### src/rtl/pipeline_pkg.sv
// Shared definitions for the unified memory arbiter: FSM state encoding,
// port-owner constants, default widths and the full-word byte-enable mask.
package pipeline_pkg;

  localparam int ADDR_W_DEFAULT = 10;
  localparam int DATA_W_DEFAULT = 32;

  typedef enum logic [1:0] {
    ST_IDLE  = 2'd0,
    ST_ISSUE = 2'd1,
    ST_WAIT  = 2'd2,
    ST_DONE  = 2'd3
  } state_t;

  localparam logic OWN_IF  = 1'b0;
  localparam logic OWN_MEM = 1'b1;

  localparam logic [3:0] BE_WORD = 4'b1111;

  // Increment that sticks at lim.
  function automatic logic [3:0] sat_inc4(input logic [3:0] v, input logic [3:0] lim);
    return (v >= lim) ? lim : v + 4'd1;
  endfunction

endpackage

### src/rtl/mem_arb_select.sv
// Grant decision for the IF and MEM ports. MEM wins a tie unless IF has
// already lost STARVE_MAX consecutive ties, in which case IF is forced in.
module mem_arb_select
  import pipeline_pkg::*;
#(
  parameter int STARVE_MAX = 3
) (
  input  logic       clk,
  input  logic       rst_n,
  input  logic       sample,
  input  logic       if_req,
  input  logic       mem_req,
  output logic       grant,
  output logic       owner,
  output logic [3:0] starve_cnt
);

  localparam logic [3:0] STARVE_LIM = 4'(STARVE_MAX);

  logic both;

  // Combinational winner selection; only meaningful while sample is high.
  always_comb begin
    both  = if_req & mem_req;
    grant = sample & (if_req | mem_req);
    if (both) begin
      owner = (starve_cnt == STARVE_LIM) ? OWN_IF : OWN_MEM;
    end else begin
      owner = mem_req ? OWN_MEM : OWN_IF;
    end
  end

  // Count IF losses; an IF grant clears the count.
  always_ff @(posedge clk) begin
    if (!rst_n) begin
      starve_cnt <= '0;
    end else if (grant) begin
      if (owner == OWN_IF) begin
        starve_cnt <= '0;
      end else if (if_req) begin
        starve_cnt <= sat_inc4(starve_cnt, STARVE_LIM);
      end
    end
  end

endmodule

### src/rtl/unified_mem_arbiter.sv
// Shares one single-ported synchronous RAM between the fetch (IF) and
// load/store (MEM) ports through an IDLE/ISSUE/WAIT/DONE sequence.
// Optional build macro ARB_PERF_CNT_EN adds saturating wait/conflict counters.
//
// Handshake: a port raises req and holds it (with stable fields) until it
// sees its one-cycle ready pulse; fields are latched at grant, rdata is valid
// in the ready cycle and held afterwards; stall = req & ~ready.
module unified_mem_arbiter
  import pipeline_pkg::*;
#(
  parameter int ADDR_W     = ADDR_W_DEFAULT,
  parameter int DATA_W     = DATA_W_DEFAULT,
  parameter int RAM_LAT    = 1,
  parameter int STARVE_MAX = 3
) (
  input  logic              clk,
  input  logic              rst_n,
  input  logic              if_req,
  input  logic [ADDR_W-1:0] if_addr,
  output logic [DATA_W-1:0] if_rdata,
  output logic              if_ready,
  output logic              if_stall,
  input  logic              mem_req,
  input  logic              mem_we,
  input  logic [ADDR_W-1:0] mem_addr,
  input  logic [DATA_W-1:0] mem_wdata,
  input  logic [3:0]        mem_be,
  output logic [DATA_W-1:0] mem_rdata,
  output logic              mem_ready,
  output logic              mem_stall,
  output logic              ram_en,
  output logic              ram_we,
  output logic [ADDR_W-1:0] ram_addr,
  output logic [DATA_W-1:0] ram_wdata,
  output logic [3:0]        ram_be,
  input  logic [DATA_W-1:0] ram_rdata,
`ifdef ARB_PERF_CNT_EN
  output logic [31:0]       perf_if_wait,
  output logic [31:0]       perf_mem_wait,
  output logic [31:0]       perf_conflicts,
`endif
  output state_t            dbg_state,
  output logic [3:0]        dbg_starve_cnt
);

  // WAIT lasts RAM_LAT cycles, so the counter starts at RAM_LAT-1.
  localparam logic [3:0] LAT_LOAD = 4'(RAM_LAT - 1);

  state_t            state, state_n;
  logic [3:0]        lat_cnt, lat_cnt_n;
  logic              owner_q, we_q;
  logic              sample, grant, grant_owner;
  logic              capture;
  logic [ADDR_W-1:0] sel_addr;
  logic              sel_we;
  logic [DATA_W-1:0] sel_wdata;
  logic [3:0]        sel_be;

  assign sample = (state == ST_IDLE);

  mem_arb_select #(
    .STARVE_MAX(STARVE_MAX)
  ) u_select (
    .clk       (clk),
    .rst_n     (rst_n),
    .sample    (sample),
    .if_req    (if_req),
    .mem_req   (mem_req),
    .grant     (grant),
    .owner     (grant_owner),
    .starve_cnt(dbg_starve_cnt)
  );

  // Fields of the winning port; IF is always a full-word read.
  always_comb begin
    sel_addr  = if_addr;
    sel_we    = 1'b0;
    sel_wdata = '0;
    sel_be    = BE_WORD;
    if (grant_owner == OWN_MEM) begin
      sel_addr  = mem_addr;
      sel_we    = mem_we;
      sel_wdata = mem_wdata;
      sel_be    = mem_we ? mem_be : BE_WORD;
    end
  end

  // Next-state logic; capture marks the edge where read data is valid.
  always_comb begin
    state_n   = state;
    lat_cnt_n = lat_cnt;
    capture   = 1'b0;
    case (state)
      ST_IDLE: begin
        if (grant) state_n = ST_ISSUE;
      end
      ST_ISSUE: begin
        if (we_q) begin
          state_n = ST_DONE;
        end else begin
          state_n   = ST_WAIT;
          lat_cnt_n = LAT_LOAD;
        end
      end
      ST_WAIT: begin
        if (lat_cnt == 4'd0) begin
          state_n = ST_DONE;
          capture = 1'b1;
        end else begin
          lat_cnt_n = lat_cnt - 4'd1;
        end
      end
      ST_DONE: begin
        state_n = ST_IDLE;
      end
      default: begin
        state_n = ST_IDLE;
      end
    endcase
  end

  // State register plus the owner/direction latched at grant.
  always_ff @(posedge clk) begin
    if (!rst_n) begin
      state   <= ST_IDLE;
      lat_cnt <= 4'd0;
      owner_q <= OWN_IF;
      we_q    <= 1'b0;
    end else begin
      state   <= state_n;
      lat_cnt <= lat_cnt_n;
      if (grant) begin
        owner_q <= grant_owner;
        we_q    <= sel_we;
      end
    end
  end

  // RAM strobe registers: loaded on the grant edge so they are live in ISSUE only.
  always_ff @(posedge clk) begin
    if (!rst_n || !grant) begin
      ram_en    <= 1'b0;
      ram_we    <= 1'b0;
      ram_addr  <= '0;
      ram_wdata <= '0;
      ram_be    <= 4'b0000;
    end else begin
      ram_en    <= 1'b1;
      ram_we    <= sel_we;
      ram_addr  <= sel_addr;
      ram_wdata <= sel_wdata;
      ram_be    <= sel_be;
    end
  end

  // Read data goes only to the owning port's register and is held afterwards.
  always_ff @(posedge clk) begin
    if (!rst_n) begin
      if_rdata  <= '0;
      mem_rdata <= '0;
    end else if (capture) begin
      if (owner_q == OWN_IF) if_rdata  <= ram_rdata;
      else                   mem_rdata <= ram_rdata;
    end
  end

  assign if_ready  = (state == ST_DONE) && (owner_q == OWN_IF);
  assign mem_ready = (state == ST_DONE) && (owner_q == OWN_MEM);
  assign if_stall  = if_req & ~if_ready;
  assign mem_stall = mem_req & ~mem_ready;
  assign dbg_state = state;

`ifdef ARB_PERF_CNT_EN
  // Saturating performance counters, cleared by reset.
  always_ff @(posedge clk) begin
    if (!rst_n) begin
      perf_if_wait   <= '0;
      perf_mem_wait  <= '0;
      perf_conflicts <= '0;
    end else begin
      if (if_stall && perf_if_wait != '1)   perf_if_wait  <= perf_if_wait + 32'd1;
      if (mem_stall && perf_mem_wait != '1) perf_mem_wait <= perf_mem_wait + 32'd1;
      if (sample && if_req && mem_req && perf_conflicts != '1)
        perf_conflicts <= perf_conflicts + 32'd1;
    end
  end
`else
  // Counters are not built in this configuration.
`endif

endmodule
### config.mk
export PLATFORM = sky130hd
export DESIGN_NAME = unified_mem_arbiter
export DESIGN_NICKNAME = d
export VERILOG_FILES = /design/src/rtl/pipeline_pkg.sv /design/src/rtl/mem_arb_select.sv /design/src/rtl/unified_mem_arbiter.sv
export SDC_FILE = /design/constraint.sdc
export NUM_CORES = 1
export LEC_CHECK = 0
export ABC_AREA = 1
export BUFFER_PORTS_ARGS = -buffer_cell sky130_fd_sc_hd__buf_2
export CAP_MARGIN = 10
export CORE_MARGIN = 3
export CORE_UTILIZATION = 50
export CTS_CLUSTER_DIAMETER = 30
export DETAILED_ROUTE_END_ITERATION = 8
export HOLD_SLACK_MARGIN = 0.1
export MAX_ROUTING_LAYER = met4
export PLACE_DENSITY = 0.85
export SLEW_MARGIN = 15
export SYNTH_ARGS = -nofsm -noshare
export SYNTH_HDL_FRONTEND = slang
export SYNTH_SLANG_ARGS = --single-unit
### constraint.sdc
create_clock -name clk -period 4.1 [get_ports clk]
set_clock_uncertainty 0.1 [all_clocks]
set_input_delay 0.82 -clock clk [delete_from_list [all_inputs] [get_ports clk]]
set_output_delay 0.82 -clock clk [all_outputs]
set_load 0.05 [all_outputs]
==> impl_metrics.yaml, run 1 <==
global_route:
  grt_use_total: 0.2446
  antenna_found_initial: 0
  grt_overflow: 0
  met2_usage: 0.4103
  grt_max_degree: 70
  gr-usage-met1: 0.2682
  globalRouteMet3Util: 0.07782
  grt_pass1_vias: 4194
  grt_pass1_wl_um: 19310
  grt.busiest_layer: "met2"
place:
  placed_area_mm2: 0.005552
  place.gp.congestion: 0.8408
  io_buffers: 214
  place_hpwl_um: 8974
  dp_cells: 855
critical_path:
  crit_type: "reg -> out"
  r2r_cells: 7
  worstSetupStartpointType: "flip-flop"
  worstPathCellList: "nor2_1 -> nor2_1 -> buf_2"
  end_kind: "output port"
  cp.required_ns: 3.18
  cp.arrival_ns: 1.94
  cpPeakStageDelay_ns: 0.86
  crit_slowest_cell: "dfxtp_1"
  worstPathMaxFanout: 23
  crit_top_cell: "nor2_1"
yosys:
  syn_nets: 662
  synth_edf_count: 0
  synthFlopType: "dfxtp_1"
  post_synth.cell_area_avg_um2: 8.211
  ys_seq_area_frac: 0.5380
  synthesis.area_mm2: 0.004614
  synth_seq_cells: 124
  yosysUniqueCellTypes: 21
  syn_inst: 562
  synth_async_sr_flop_share: 0
  yosysWarningCount: 0
route:
  post-route-drc-count: 0
  first_pass_iters: 4
  wire_per_inst_um: 14.25
  ant_nets: 0
  dr_total_vias: 4492
  drtIter0Drc: 243
  wl_um: 12640
  viasPerCell: 5.064
floorplanning:
  design.die.area_mm2: 0.01042
  die-height_um: 102.1
  fp.dieW_um: 102.1
  io_pins: 215
  std_cell_rows: 34
  start_util: 0.5215
  coreArea_mm2: 0.008848
layout:
  postLayoutCellArea_mm2: 0.006176
  fin_cells: 887
  n_fill_cell: 708
  antenna_cells: 0
  final_util: 0.6980
  multi_input_area_mm2: 0.001615
  syn2layout_area_growth_pct: 33.84
  layout-drive-gt1-share: 0.3350
  nets: 866
  regArea_mm2: 0.002482
power_and_ir_drop:
  p_leak_nw: 3.126
  power_frac_comb: 0.285
  p_sw_mw: 1.586
  sw_frac_of_total: 0.3755
  power.internal_mw: 2.637
  clockPowerShare: 0.372
  pwr-share-seq: 0.343
  powerDensity_mw_per_mm2: 683.8
  ir_drop_uv: 386.2
sta:
  layout_min_cycle_time_ns: 2.859
  fin_crit_sh: 0.6973
  max_freq_mhz: 349.8
  hold_viol: 0
  relSlewSlack: 0.2707
  drv_slew: 0
  finalSetupViolations: 0
  tns_ns: 0
  rsz0062_at_grt: "no"
  tightest_slew_ns: 1.091
clock_network:
  cts_setup_buffers: 0
  postCtsHoldBufs: 0
  clk_latency_ns: 0.50
  clk_pin_slew_ns: 0.06
  cts_root_buf: "clkbuf_8"
  cts_tree: "yes"
  ctsResizeCount: 0
  ctsLongestPathBuffers: 2
  numCtsBuffers: 17
  cts_sinks: 124
  cts_htree_levels: 4
hold_path:
  holdPathStages: 2
  hold_class: "reg -> reg"
status:
  status: "finished clean"
run:
  maxCapViolCount: 0
==> final cells by class <==
type	instances	share of cell area
Inverter	58	0.03525
Sequential cell	124	0.4019
Clock inverter	15	0.03404
Clock buffer	17	0.06706
Timing Repair Buffer	218	0.1783
Multi-Input combinational cell	347	0.2615
Tap cell	108	0.02188
==> placed cells by master (no fill, tap or decap) <==
master        n
clkbuf_16    16
clkbuf_8      1
nand3_2       1
nand3_1      78
inv_1        53
inv_6         4
nor2_4        2
buf_4         4
a21oi_4       1
o21ai_2       1
bufinv_16     4
nand3b_1      2
dfxtp_1     124
nand2_2       1
clkinvlp_4    2
nor2_1       72
o21ai_0      13
clkinv_2      1
nand4_1       1
ha_1          7
nand2_1      99
clkinv_4      4
inv_2         5
a21oi_1      69
buf_2       214
==> sequential cells by signal, summed over array words and instances, names as in the netlist, 2 cells and up <==
| register | flops |
|---|---|
| dbg_state | 2 |
| if_rdata | 32 |
| lat_cnt | 4 |
| mem_rdata | 32 |
| ram_addr | 10 |
| ram_be | 4 |
| ram_wdata | 32 |
| u_select.starve_cnt | 4 |
==> path summary, 6_finish.rpt <==
| kind | start | to | slack (ns) |
|---|---|---|---|
| worst max-delay path | owner_q | if_stall | 1.24 |
| worst min-delay path | if_rdata[22] | if_rdata[22] | 0.36 |
| worst max register to register | dbg_state[0] | if_rdata[17] | 1.56 |
| worst min register to register | if_rdata[22] | if_rdata[22] | 0.36 |
==> synthesized netlist by cell type, types with 5 or more instances <==
cell type,number,share of area
dfxtp_1,124,0.54
nand2_1,99,0.081
nand3_1,78,0.085
nor2_1,72,0.059
a21oi_1,69,0.075
inv_1,53,0.043
buf_2,13,0.014
o21ai_0,13,0.014
buf_12,7,0.030
ha_1,7,0.019
clkbuf_1,5,0.0041
inv_2,5,0.0041
==> worst max-delay path: cells and delay by family, from the launching register on <==
| family | cells | cell delay, ns |
|---|---|---|
| buffers and inverters | 1 | 0.27 |
| and+or+nand+nor | 2 | 0.32 |
| DFF | 1 | 0.86 |
==> metal layers <==
layer,vias up,part of all wire
met1,2064,0.40
met5,-,0
met2,209,0.50
met3,12,0.093
li1,2207,-
met4,0,0.011
==> power groups by stage <==
stage,Clock (mW),Combinational [mW],Sequential (mW)
floorplan,0,0.533,1.93
global placement,0,1.17,1.46
detailed placement,0,1.21,1.47
CTS,1.59,1.21,1.45
global route,1.65,1.30,1.47
finish,1.57,1.20,1.45
==> cell families (layout without fill, tap and decap cells) <==
logic type      Yosys count  after routing  share of synthesized area
fa+ha+maj                 7              7                    0.01898
compound gates           84             84                    0.09436
buf+inv                  91            308                     0.1120
flops                   124            124                     0.5380
simple gates            256            256                     0.2367
==> through the flow <==
stage               power, mW  setup slack, ns  hold slack [ns]
floorplan               2.466            1.073           0.3683
global placement        2.637            1.704           0.3452
detailed placement      2.677            1.606           0.3504
CTS                     4.252            1.211           0.3603
global route            4.416            1.100           0.3806
finish                  4.223            1.241           0.3573
Note: power is estimated with default switching activity, not from simulation.
==> inputs of run 2 (changes only) <==
--- a/config.mk
+++ b/config.mk
@@ -9,12 +9,12 @@
 export BUFFER_PORTS_ARGS = -buffer_cell sky130_fd_sc_hd__buf_2
 export CAP_MARGIN = 10
 export CORE_MARGIN = 3
-export CORE_UTILIZATION = 50
+export CORE_UTILIZATION = 42
 export CTS_CLUSTER_DIAMETER = 30
 export DETAILED_ROUTE_END_ITERATION = 8
 export HOLD_SLACK_MARGIN = 0.1
 export MAX_ROUTING_LAYER = met4
-export PLACE_DENSITY = 0.85
+export PLACE_DENSITY = 0.76
 export SLEW_MARGIN = 15
 export SYNTH_ARGS = -nofsm -noshare
 export SYNTH_HDL_FRONTEND = slang
==> constraint.sdc (replaced) <==
create_clock -name clk -period 2.5 [get_ports clk]
set_clock_uncertainty 0.1 [all_clocks]
set_input_delay 0.5 -clock clk [delete_from_list [all_inputs] [get_ports clk]]
set_output_delay 0.5 -clock clk [all_outputs]
set_load 0.05 [all_outputs]
==> run 2 against run 1 <==
  * Final area up 7.8%
  * Power increased by 71%
  * Via count up 2.1%
  * Critical endpoint is now mem_stall
  * Largest cell class unchanged
==> impl_metrics.yaml, run 2 (synthesis results as in run 1) <==
clock_network:
  cts_root_buf: "clkbuf_8"
  ctsResizeCount: 0
  clk_pin_slew_ns: 0.06
  cts_htree_levels: 4
  cts_sinks: 124
  ctsLongestPathBuffers: 2
  numCtsBuffers: 17
  cts_tree: "yes"
  clk_latency_ns: 0.51
route:
  wire_per_inst_um: 14.07
  wl_um: 13430
  drtIter0Drc: 512
  dr_total_vias: 4587
  viasPerCell: 4.803
  first_pass_iters: 5
  post-route-drc-count: 0
  ant_nets: 0
hold_path:
  hold_class: "in -> reg"
  min_from: "if_addr[7]"
  hold_end: "ram_addr[7]"
  holdPathStages: 3
sta:
  max_freq_mhz: 470.3
  drv_slew: 0
  relSlewSlack: 0.5167
  rsz0062_at_grt: "no"
  finalSetupViolations: 0
  tns_ns: 0
  tightest_slew_ns: 0.7249
  hold_slack_ns: 0.1231
  fin_crit_sh: 0.8505
  layout_min_cycle_time_ns: 2.126
  hold_viol: 0
layout:
  syn2layout_area_growth_pct: 44.28
  final_cell_mix: "buf_2, dfxtp_1, nand2_1"
  n_fill_cell: 849
  antenna_cells: 0
  nets: 906
  regArea_mm2: 0.002482
  top_regs: "if_rdata (32), mem_rdata (32), ram_wdata (32)"
  layout-drive-gt1-share: 0.3248
  multi_input_area_mm2: 0.001618
  final_common_cell: "buf_2"
critical_path:
  crit_slowest_cell: "dfxtp_1"
  cp.arrival_ns: 1.53
  worstSetupStartpointType: "flip-flop"
  cp.required_ns: 1.90
  cpPeakStageDelay_ns: 0.35
  r2r-end: "if_rdata[18]"
  worstPathMaxFanout: 6
  end_kind: "output port"
  r2r_slack_ns: 0.51
  timing.rr.start: "dbg_state[0]"
  r2r_cells: 7
  crit_type: "reg -> out"
  worstPathCellList: "ha_1 -> nand2_1 -> inv_1 -> nor2_1 -> buf_2"
global_route:
  grt_overflow: 0
  grt_pass1_wl_um: 22020
  grt_use_total: 0.2259
  grt_pass1_vias: 4514
  antenna_found_initial: 0
  grt_max_degree: 70
status:
  status: "finished clean"
floorplanning:
  start_util: 0.4391
  std_cell_rows: 37
  design.die.area_mm2: 0.01228
  fp.dieW_um: 110.8
  die-height_um: 110.8
  io_pins: 215
  coreArea_mm2: 0.01051
power_and_ir_drop:
  p_leak_nw: 3.332
  ir_drop_uv: 773.5
  powerDensity_mw_per_mm2: 1083
place:
  io_buffers: 214
  place.gp.congestion: 0.8327
  place_hpwl_um: 8535
run:
  maxCapViolCount: 0
-- run 2: stage by stage --
step	setup slack [ns]	total power, mW	utilization	area [µm²]	std cells
CTS	0.3342	7.242	0.6335	6658	955
global route	0.2298	7.554	0.6335	6658	955
global placement	0.5625	4.379	0.5354	5627	888
finish	0.3736	7.212	0.6335	6658	955
floorplan	0.1098	4.046	-	4617	562
detailed placement	0.5075	4.395	0.5354	5627	888
-- run 2: power breakdown --
part	total [mW]	switching, mW	internal, mW
sequential	2.35	0.121	2.23
clock	2.80	0.874	1.93
combinational	2.06	1.55	0.510
total	7.21	2.54	4.67
-- run 2: repair_timing --
action | CTS | global route
hold buffers | 35 | 0
setup buffers | 0 | 0
hold endpoints to repair | 35 | 0
-- run 2: per-layer routing --
metal	wire, µm	global-route usage	up-vias
li1	-	-	2280
met4	151	0.07389	0
met5	0	-	-
met1	5695	0.2793	2089
met2	6315	0.3483	207
met3	1271	0.07642	11
-- run 2: final cells by class --
cell class,count,share of cell area
clock inverters,10,0.03120
repair buffers,258,0.2236
inverters,58,0.03270
flip-flops and latches,124,0.3729
clock buffers,22,0.07104
well taps,136,0.02556
multi-input cells,347,0.2430
-- run 2: worst max-delay path by stage --
stage | startpoint | to | slack (ns) | cells after the start
6_report | dbg_state[0] | mem_stall | 0.37 | 5
5_1_grt | dbg_state[0] | mem_stall | 0.23 | 5
4_1_cts | dbg_state[0] | mem_stall | 0.33 | 5
3_5_place_dp | dbg_state[0] | if_rdata[6] | 0.51 | 7
3_3_place_gp | dbg_state[0] | if_rdata[9] | 0.56 | 7
2_1_floorplan | dbg_state[1] | if_stall | 0.11 | 4
-- run 2: critical path, delay by kind of cell (launching register included) --
family | cells | cell delay, ns
adder cells (fa/ha/maj) | 1 | 0.22
AND/OR/NAND/NOR | 2 | 0.13
buffers and inverters | 2 | 0.31
flip-flops | 1 | 0.35
